--- config.mk ---
export PLATFORM = sky130hd
export DESIGN_NAME = hazard_ctrl
export DESIGN_NICKNAME = d
export VERILOG_FILES = /design/src/rtl/hazard_ctrl_pkg.sv /design/src/rtl/hazard_fwd_sel.sv /design/src/rtl/hazard_ctrl.sv
export SDC_FILE = /design/constraint.sdc
export NUM_CORES = 1
export LEC_CHECK = 0
export CAP_MARGIN = 0
export CORE_MARGIN = 2
export CORE_UTILIZATION = 35
export DETAILED_ROUTE_END_ITERATION = 7
export PLACE_DENSITY_LB_ADDON = 0.05
export SYNTH_ARGS = -nofsm -noshare
export SYNTH_HDL_FRONTEND = slang
export SYNTH_SLANG_ARGS = --single-unit
--- constraint.sdc ---
create_clock -name clk -period 4.4 [get_ports clk]
set_input_delay 0.88 -clock clk [delete_from_list [all_inputs] [get_ports clk]]
set_output_delay 0.88 -clock clk [all_outputs]
set_load 0.05 [all_outputs]
--- src/rtl/hazard_ctrl_pkg.sv ---
// Shared encodings for the hazard/pipeline-control unit: FSM states,
// forwarding selects and Result_Src values.
package hazard_ctrl_pkg;

   typedef logic [1:0] state_t;
   localparam state_t ST_RUN      = 2'd0;
   localparam state_t ST_MEM_WAIT = 2'd1;
   localparam state_t ST_REDIRECT = 2'd2;

   localparam logic [1:0] FWD_RF  = 2'b00;
   localparam logic [1:0] FWD_WB  = 2'b01;
   localparam logic [1:0] FWD_MEM = 2'b10;

   localparam logic [1:0] RES_ALU  = 2'b00;
   localparam logic [1:0] RES_MEM  = 2'b01;
   localparam logic [1:0] RES_PC4  = 2'b10;
   localparam logic [1:0] RES_IMM  = 2'b11;
   localparam logic [1:0] LOAD_SRC = RES_MEM;

endpackage

--- src/rtl/hazard_fwd_sel.sv ---
// EX operand forwarding select for one source register; purely combinational.
// MEM result wins over WB; x0 is never forwarded.
module hazard_fwd_sel
   import hazard_ctrl_pkg::*;
(
   input  logic [4:0] ex_rs_addr_i,
   input  logic [4:0] mem_rd_i,
   input  logic       mem_reg_write_i,
   input  logic [4:0] wb_rd_i,
   input  logic       wb_reg_write_i,
   output logic [1:0] fwd_o
);

   always_comb begin
      fwd_o = FWD_RF;
      if (mem_reg_write_i && (mem_rd_i != 5'd0) && (mem_rd_i == ex_rs_addr_i))
         fwd_o = FWD_MEM;
      else if (wb_reg_write_i && (wb_rd_i != 5'd0) && (wb_rd_i == ex_rs_addr_i))
         fwd_o = FWD_WB;
   end

endmodule

--- src/rtl/hazard_ctrl.sv ---
// Hazard and pipeline-control unit: stall/flush/hold controls, forwarding selects, perf counters.
// Controls are combinational from state and inputs (zero-cycle latency); memory wait freezes everything.
module hazard_ctrl #(
   parameter int         REDIRECT_BUBBLES = 1,
   parameter int         CNT_W            = 32,
   parameter logic [1:0] LOAD_SRC         = hazard_ctrl_pkg::RES_MEM
) (
   input  logic             clk,
   input  logic             rst,
   input  logic [4:0]       id_rs1_addr,
   input  logic [4:0]       id_rs2_addr,
   input  logic             id_uses_rs1,
   input  logic             id_uses_rs2,
   input  logic [4:0]       ex_rd,
   input  logic             ex_reg_write,
   input  logic [1:0]       ex_result_src,
   input  logic [4:0]       ex_rs1_addr,
   input  logic [4:0]       ex_rs2_addr,
   input  logic             ex_redirect,
   input  logic [4:0]       mem_rd,
   input  logic             mem_reg_write,
   input  logic [4:0]       wb_rd,
   input  logic             wb_reg_write,
   input  logic             dmem_req,
   input  logic             dmem_ready,
   output logic             stall_if,
   output logic             stall_id,
   output logic             flush_ifid,
   output logic             flush_idex,
   output logic             hold_all,
   output logic [1:0]       fwd_a,
   output logic [1:0]       fwd_b,
   output logic [CNT_W-1:0] stall_cnt,
   output logic [CNT_W-1:0] flush_cnt
);

   import hazard_ctrl_pkg::*;

   localparam logic [2:0]       BUB_RELOAD = 3'(REDIRECT_BUBBLES - 1);
   localparam logic [CNT_W-1:0] CNT_ONE    = {{(CNT_W-1){1'b0}}, 1'b1};

   state_t           state_q, state_d;
   logic [2:0]       bub_q, bub_d;
   logic [CNT_W-1:0] stall_cnt_q, flush_cnt_q;
   logic             lu, mw, run_rules, redirect_evt;
   logic             stall_if_c, stall_id_c, flush_ifid_c, flush_idex_c, hold_all_c;
   logic [1:0]       fwd_a_c, fwd_b_c;

   assign lu = ex_reg_write && (ex_result_src == LOAD_SRC) && (ex_rd != 5'd0) &&
               ((id_uses_rs1 && (id_rs1_addr == ex_rd)) || (id_uses_rs2 && (id_rs2_addr == ex_rd)));
   assign mw = dmem_req && !dmem_ready;

   always_comb begin
      stall_if_c   = 1'b0;
      stall_id_c   = 1'b0;
      flush_ifid_c = 1'b0;
      flush_idex_c = 1'b0;
      hold_all_c   = 1'b0;
      redirect_evt = 1'b0;
      run_rules    = 1'b0;
      state_d      = state_q;
      bub_d        = bub_q;
      case (state_q)
         ST_MEM_WAIT: begin
            if (mw) hold_all_c = 1'b1;
            else    run_rules  = 1'b1;
         end
         ST_REDIRECT: begin
            // A memory wait pauses the bubble count without flushing.
            if (mw) begin
               hold_all_c = 1'b1;
            end else if (ex_redirect) begin
               flush_ifid_c = 1'b1;
               flush_idex_c = 1'b1;
               redirect_evt = 1'b1;
               bub_d        = BUB_RELOAD;
            end else begin
               flush_ifid_c = 1'b1;
               if (bub_q <= 3'd1) begin
                  state_d = ST_RUN;
                  bub_d   = 3'd0;
               end else begin
                  bub_d = bub_q - 3'd1;
               end
            end
         end
         default: run_rules = 1'b1;
      endcase
      // MEM_WAIT releasing on dmem_ready falls through to RUN arbitration in the same cycle.
      if (run_rules) begin
         state_d = ST_RUN;
         if (mw) begin
            hold_all_c = 1'b1;
            state_d    = ST_MEM_WAIT;
         end else if (ex_redirect) begin
            flush_ifid_c = 1'b1;
            flush_idex_c = 1'b1;
            redirect_evt = 1'b1;
            if (REDIRECT_BUBBLES > 1) begin
               state_d = ST_REDIRECT;
               bub_d   = BUB_RELOAD;
            end
         end else if (lu) begin
            stall_if_c   = 1'b1;
            stall_id_c   = 1'b1;
            flush_idex_c = 1'b1;
         end
      end
   end

   hazard_fwd_sel u_fwd_a (
      .ex_rs_addr_i    (ex_rs1_addr),
      .mem_rd_i        (mem_rd),
      .mem_reg_write_i (mem_reg_write),
      .wb_rd_i         (wb_rd),
      .wb_reg_write_i  (wb_reg_write),
      .fwd_o           (fwd_a_c)
   );

   hazard_fwd_sel u_fwd_b (
      .ex_rs_addr_i    (ex_rs2_addr),
      .mem_rd_i        (mem_rd),
      .mem_reg_write_i (mem_reg_write),
      .wb_rd_i         (wb_rd),
      .wb_reg_write_i  (wb_reg_write),
      .fwd_o           (fwd_b_c)
   );

   always_ff @(posedge clk or posedge rst) begin
      if (rst) begin
         state_q     <= ST_RUN;
         bub_q       <= 3'd0;
         stall_cnt_q <= '0;
         flush_cnt_q <= '0;
      end else begin
         state_q <= state_d;
         bub_q   <= bub_d;
         if ((hold_all_c || stall_id_c) && (stall_cnt_q != '1))
            stall_cnt_q <= stall_cnt_q + CNT_ONE;
         if (redirect_evt && (flush_cnt_q != '1))
            flush_cnt_q <= flush_cnt_q + CNT_ONE;
      end
   end

   // Reset forces every output low without waiting for a clock edge.
   assign stall_if   = stall_if_c   & ~rst;
   assign stall_id   = stall_id_c   & ~rst;
   assign flush_ifid = flush_ifid_c & ~rst;
   assign flush_idex = flush_idex_c & ~rst;
   assign hold_all   = hold_all_c   & ~rst;
   assign fwd_a      = rst ? FWD_RF : fwd_a_c;
   assign fwd_b      = rst ? FWD_RF : fwd_b_c;
   assign stall_cnt  = stall_cnt_q;
   assign flush_cnt  = flush_cnt_q;

endmodule

**Word-level counts from Yosys, hierarchy flattened**

Index checks and enable logic that the tools add are counted.

- Flip-flop bits (word level): 69
- Output and inout port bits: 73

- Equal/unequal tests: 13
- Reductions and logical operators: 25
- Order comparisons: 1
- Bitwise operators: 6
- Add/sub/neg operators: 3
- Muxes and demuxes: 38

Operators with widths:

| kind | count |
|---|---|
| $add A32 B1 Y32 const B | 2 |
| $ne A32 B32 Y1 const B | 2 |
| $eq A5 B5 Y1 | 6 |
| $mux W1 | 26 |
| $mux W2 | 9 |
| $reduce_bool A5 Y1 | 3 |
| $logic_and A1 B1 Y1 | 14 |
| $mux W3 | 2 |
| $and A1 B1 Y1 | 4 |
| $eq A2 B1 Y1 const B | 2 |
| $ne A2 B1 Y1 const B | 2 |
| $reduce_and A4 Y1 | 1 |
| $reduce_bool A2 Y1 | 2 |
| $le A3 B1 Y1 const B | 1 |
| $sub A3 B1 Y3 const B | 1 |
| $eq A2 B2 Y1 const B | 1 |
| $logic_or A1 B1 Y1 | 2 |
| $not A1 Y1 | 2 |
| $pmux W1 S2 | 1 |
| $reduce_and A2 Y1 | 1 |
| $reduce_or A2 Y1 | 1 |
| $logic_not A1 Y1 | 1 |

**Depth between registers and ports, before layout**

- Depth after elaboration: 10
- Gate-level depth with buffers: 8

**Cells and area by module**

Synthesis repeated with hierarchy kept, for this count alone.

- Cell total of the unflattened synthesis: 372
- Area, all modules: 3,589.7 um^2

Modules (own cells, without submodules):

| module | sequential area each (um^2) | area an instance (um^2) | cells each | times used |
|---|---|---|---|---|
| hazard_ctrl | 1,601.5 | 3,286.9 | 332 | 1 |
| hazard_fwd_sel | 0.0 | 151.4 | 20 | 2 |

**Worst setup path before layout**

OpenSTA, ideal clock, no wires.

- Path kind: input -> output
- Start: in rst
- End: out fwd_a[0]
- Buffers on the path: 0
- Path slack: -0.950 ns
- Cell stages on the path: 4
- Data required time: 3.520 ns
- Arrival: 4.470 ns
- Cell sequence: inv_1 > o211ai_1 > or4_1 > nor4_1

- Longest elaborated chain between the ends: 1

Ends and longest elaborated chain:

| what | RTL line | source |
|---|---|---|
| start: declaration | hazard_ctrl.sv:9 | `input logic rst,` |
| $mux W2 | hazard_ctrl.sv:151 | `assign fwd_a = rst ? FWD_RF : fwd_a_c;` |
| end: declaration | hazard_ctrl.sv:31 | `output logic [1:0] fwd_a,` |

Every way passes these cells.

**Worst setup path after layout**

- Start: in ex_rd[2]
- End: out stall_if

- Longest elaborated chain between the ends: 9
- Elaborated cells on any way between the ends: 13
- Those cells by class: 2 x eq/ne; 4 x mux; 1 x bitwise; 6 x reduce/logical

Ends and longest elaborated chain:

| what | RTL line | source |
|---|---|---|
| start: declaration | hazard_ctrl.sv:14 | `input logic [4:0] ex_rd,` |
| $eq A5 B5 Y1 | hazard_ctrl.sv:50 | `((id_uses_rs1 && (id_rs1_addr == ex_rd)) \|\| (id_uses_rs2 && (id_rs2_addr == ex_rd)));` |
| $logic_and A1 B1 Y1 | hazard_ctrl.sv:50 |  |
| $logic_or A1 B1 Y1 | hazard_ctrl.sv:50 |  |
| $logic_and A1 B1 Y1 (*) | hazard_ctrl.sv:49 | `assign lu = ex_reg_write && (ex_result_src == LOAD_SRC) && (ex_rd != 5'd0) &&` |
| $mux W1 (*) | hazard_ctrl.sv:103 | `end else if (lu) begin` |
| $mux W1 (*) | hazard_ctrl.sv:95 | `end else if (ex_redirect) begin` |
| $mux W1 (*) | hazard_ctrl.sv:92 | `if (mw) begin` |
| $mux W1 (*) | hazard_ctrl.sv:90 | `if (run_rules) begin` |
| $and A1 B1 Y1 (*) | hazard_ctrl.sv:146 | `assign stall_if = stall_if_c & ~rst;` |
| end: declaration | hazard_ctrl.sv:26 | `output logic stall_if,` |

Every way passes the cells marked *; elsewhere a longest branch is shown, timed or not.

==> results.tsv <==
stage	metric	value	unit
run_status	status	completed	
min_path	min_path_type	reg2reg	
die	placementRows	36	
synthesis	synth-seq-area-share	44.9	%
drt	wl_met2	4.94	mm
synthesis	synthFlopType	dfrtp_1	
clock_tree	clk-insertion-delay-late	330	ps
synthesis	synth_area_leaders	dfrtp_1 45%, xor2_1 12%, xnor2_1 11%	
layout	n_antenna_cell	0	
die	io_pins	120	
setup_path	regToRegStartpoint	stall_cnt[13]$_DFFE_PP0P_	
global_routing	antenna_found_initial	0	
global_routing	overflow	0	
drt	ant_nets	0	
setup_path	crit_start	ex_rd[2]	
global_routing	first_global_vias	3219	
die	initial_utilization	36.3	%
clock_tree	cts.sinks	64	
timing	rsz0062_at_grt	no	
setup_path	r2r_slack	1800	ps
synthesis	syn-mean-instance-area	9.94	µm²
timing	setup_viol	0	
drt	avgRoutedWirePerCell	15.5	µm
drt	top_layer	met4	
drt	firstDrtPassIters	4	
synthesis	syn_area	3570	µm²
drt	drc	0	
timing	max_freq	0.244	GHz
die	die_x	105	µm
timing	setup_slack	300	ps
timing	min_period	4100	ps
layout	syn2layout_area_growth	42.9	%
setup_path	worstPathRequired	3520	ps
synthesis	synthCells	359	
clock_tree	clk_path_buf_depth	2	
clock_tree	clock-root-buffer	clkbuf_8	
layout	fillers	958	
synthesis	ys_types	34	
setup_path	arrival	3220	ps
setup_path	start_kind	primary input	
synthesis	synth-seq-cells	64	
synthesis	ys.warnings.count	0	
drt	avgViaCountPerCell	5.08	
drt	via_count	3173	
setup_path	crit_path_end_kind	output port	
timing	finalCritPeriodShare	93.2	%
placement	port_buffers	119	
setup_path	crit_chain	clkdlybuf4s50_1, xnor2_1, nand4_1, o22ai_1, nand2_1, nor4_1, clkdlybuf4s50_1	
setup_path	endpoint	stall_if	
setup_path	reg2reg_depth	5	
die	fp.coreArea	9820	µm²
clock_tree	htree_num_levels	3	
setup_path	worstSetupPathType	in2out	
timing	hold_viol	0	
flow_run	cap_violations	0	
synthesis	yosysMostFrequentCell	dfrtp_1	
setup_path	r2r_end	stall_cnt[1]$_DFFE_PP0P_	
setup_path	slowest_stage	clkdlybuf4s50_1	
clock_tree	cts_tree	built	
placement	place_hpwl	7.30	mm
clock_tree	postCtsSetupBuffers	0	
global_routing	grt_use_total	17.9	%
pwr	ir_drop	0.389	mV
timing	skew	10.9	ps
synthesis	async_flop_share	100	%
placement	post-place-ws	313	ps
setup_path	cp_max_fo	3	
die	die_area	11000	µm²
synthesis	synthTopCellsByCount	64 x dfrtp_1, 47 x xor2_1, 44 x xnor2_1	
global_routing	grt_pass1_wl	16.1	mm
synthesis	syn-num-nets	408	
clock_tree	cts-resized-gates	0	
pwr	power_density	324	nW/µm²
synthesis	synth_top_area_share	44.9	%
drt	first_iter_violations	94	
pwr	leakage	2.12	nW
clock_tree	postCtsHoldBufs	0	
clock_tree	cts.clk_slew.worst_paths	70	ps
drt	wl_met1	4.26	mm
setup_path	critical_path.most_common_cell	clkdlybuf4s50_1	
timing	worst_pin_slew	956	ps
drt	routed_wl	9.66	mm
timing	slew_headroom	35.4	%
clock_tree	numCtsBuffers	9	
die	die_height	105	µm
timing	report.final.slew_viol_count	0	
drt	wl_met3	316	µm
global_routing	grt_start_max_net_pins	65	
synthesis	synth_top_cell_by_area	dfrtp_1	
layout	fin_nets	535	
placement	gp_congestion	0.874	
layout	final_layout_size_suffix_gt1_share	5.70	%
timing	tns	0	ps
setup_path	max_stage_delay	880	ps
synthesis	synth_edf_count	0	
-- area by class of cell --
class	instances	area [µm²]	area share [%]
clock buffers	10	128	2.50
clock inverters	6	36.3	0.712
inverters	9	37.5	0.736
multi-input cells	282	1910	37.5
flip-flops and latches	64	1600	31.4
well taps	133	166	3.26
repair buffers	120	1220	23.9
-- cell families (layout without fill, tap and decap cells) --
family	after synthesis	count (layout)	share of synthesized area, %
XOR/XNOR	91	91	22.3
AND/OR/NAND/NOR	173	173	26.8
AO/OA/AOI/OAI	14	14	2.63
buffers and inverters	13	145	1.93
flip-flops	64	64	44.9
adder cells (fa/ha/maj)	2	2	0.701
multiplexers	2	2	0.736
-- cell usage in the layout (no fill, tap or decap), drive strengths merged, types with 7 or more instances in the layout --
master,netlist,layout
and3,8,8
and4,7,7
clkbuf,1,10
clkdlybuf4s50,0,117
dfrtp,64,64
inv,9,8
nand2,29,29
nand3,27,27
nand4,25,25
nor2,18,18
nor3,22,22
nor4,19,19
or4,9,9
xnor2,44,44
xor2,47,47
-- flip-flops by register name, indices dropped and copies added, names as in the netlist --
| signal | flops |
|---|---|
| flush_cnt | 32 |
| stall_cnt | 32 |
-- worst max-delay path: cells and delay by family --
kind	cells	cell delay [ps]
AND/OR/NAND/NOR	3	490
AO/OA/AOI/OAI	1	300
XOR/XNOR	1	140
buffers and inverters	2	1410
-- metal layers --
layer / global-route usage (%) / vias up
met2: 31.2 / 69
met1: 22.3 / 1540
li1: - / 1552
met4: 5.43 / 0
met5: 0 / -
met3: 3.62 / 12
-- report_power, final --
part           internal, W  switching [W]  total (W)
Sequential        0.000637      0.0000837   0.000721
Combinational     0.000194       0.000306   0.000500
Clock             0.000201       0.000230   0.000432
Total              0.00103       0.000621    0.00165
-- through the flow --
stage	area, µm²	util (%)	cells	power [W]	hold WS (ps)
after floorplan	3580	-	359	0.00103	795
after global placement	4930	50.2	608	0.00123	485
final	5100	51.9	624	0.00165	502
after global routing	5100	51.9	624	0.00174	517
after detailed placement	4930	50.2	608	0.00124	492
after CTS	5100	51.9	624	0.00168	503
-- how the worst min path moves through the flow --
stage / start / cells after the start / slack [ps] / to
finish: stall_cnt[29]$_DFFE_PP0P_ / 1 / 500 / stall_cnt[29]$_DFFE_PP0P_
global route: stall_cnt[29]$_DFFE_PP0P_ / 1 / 520 / stall_cnt[29]$_DFFE_PP0P_
CTS: stall_cnt[29]$_DFFE_PP0P_ / 1 / 500 / stall_cnt[29]$_DFFE_PP0P_
detailed placement: stall_cnt[29]$_DFFE_PP0P_ / 1 / 490 / stall_cnt[29]$_DFFE_PP0P_
global placement: stall_cnt[29]$_DFFE_PP0P_ / 1 / 490 / stall_cnt[29]$_DFFE_PP0P_
floorplan: stall_cnt[29]$_DFFE_PP0P_ / 1 / 790 / stall_cnt[29]$_DFFE_PP0P_
(Power assumes the default switching activity.)
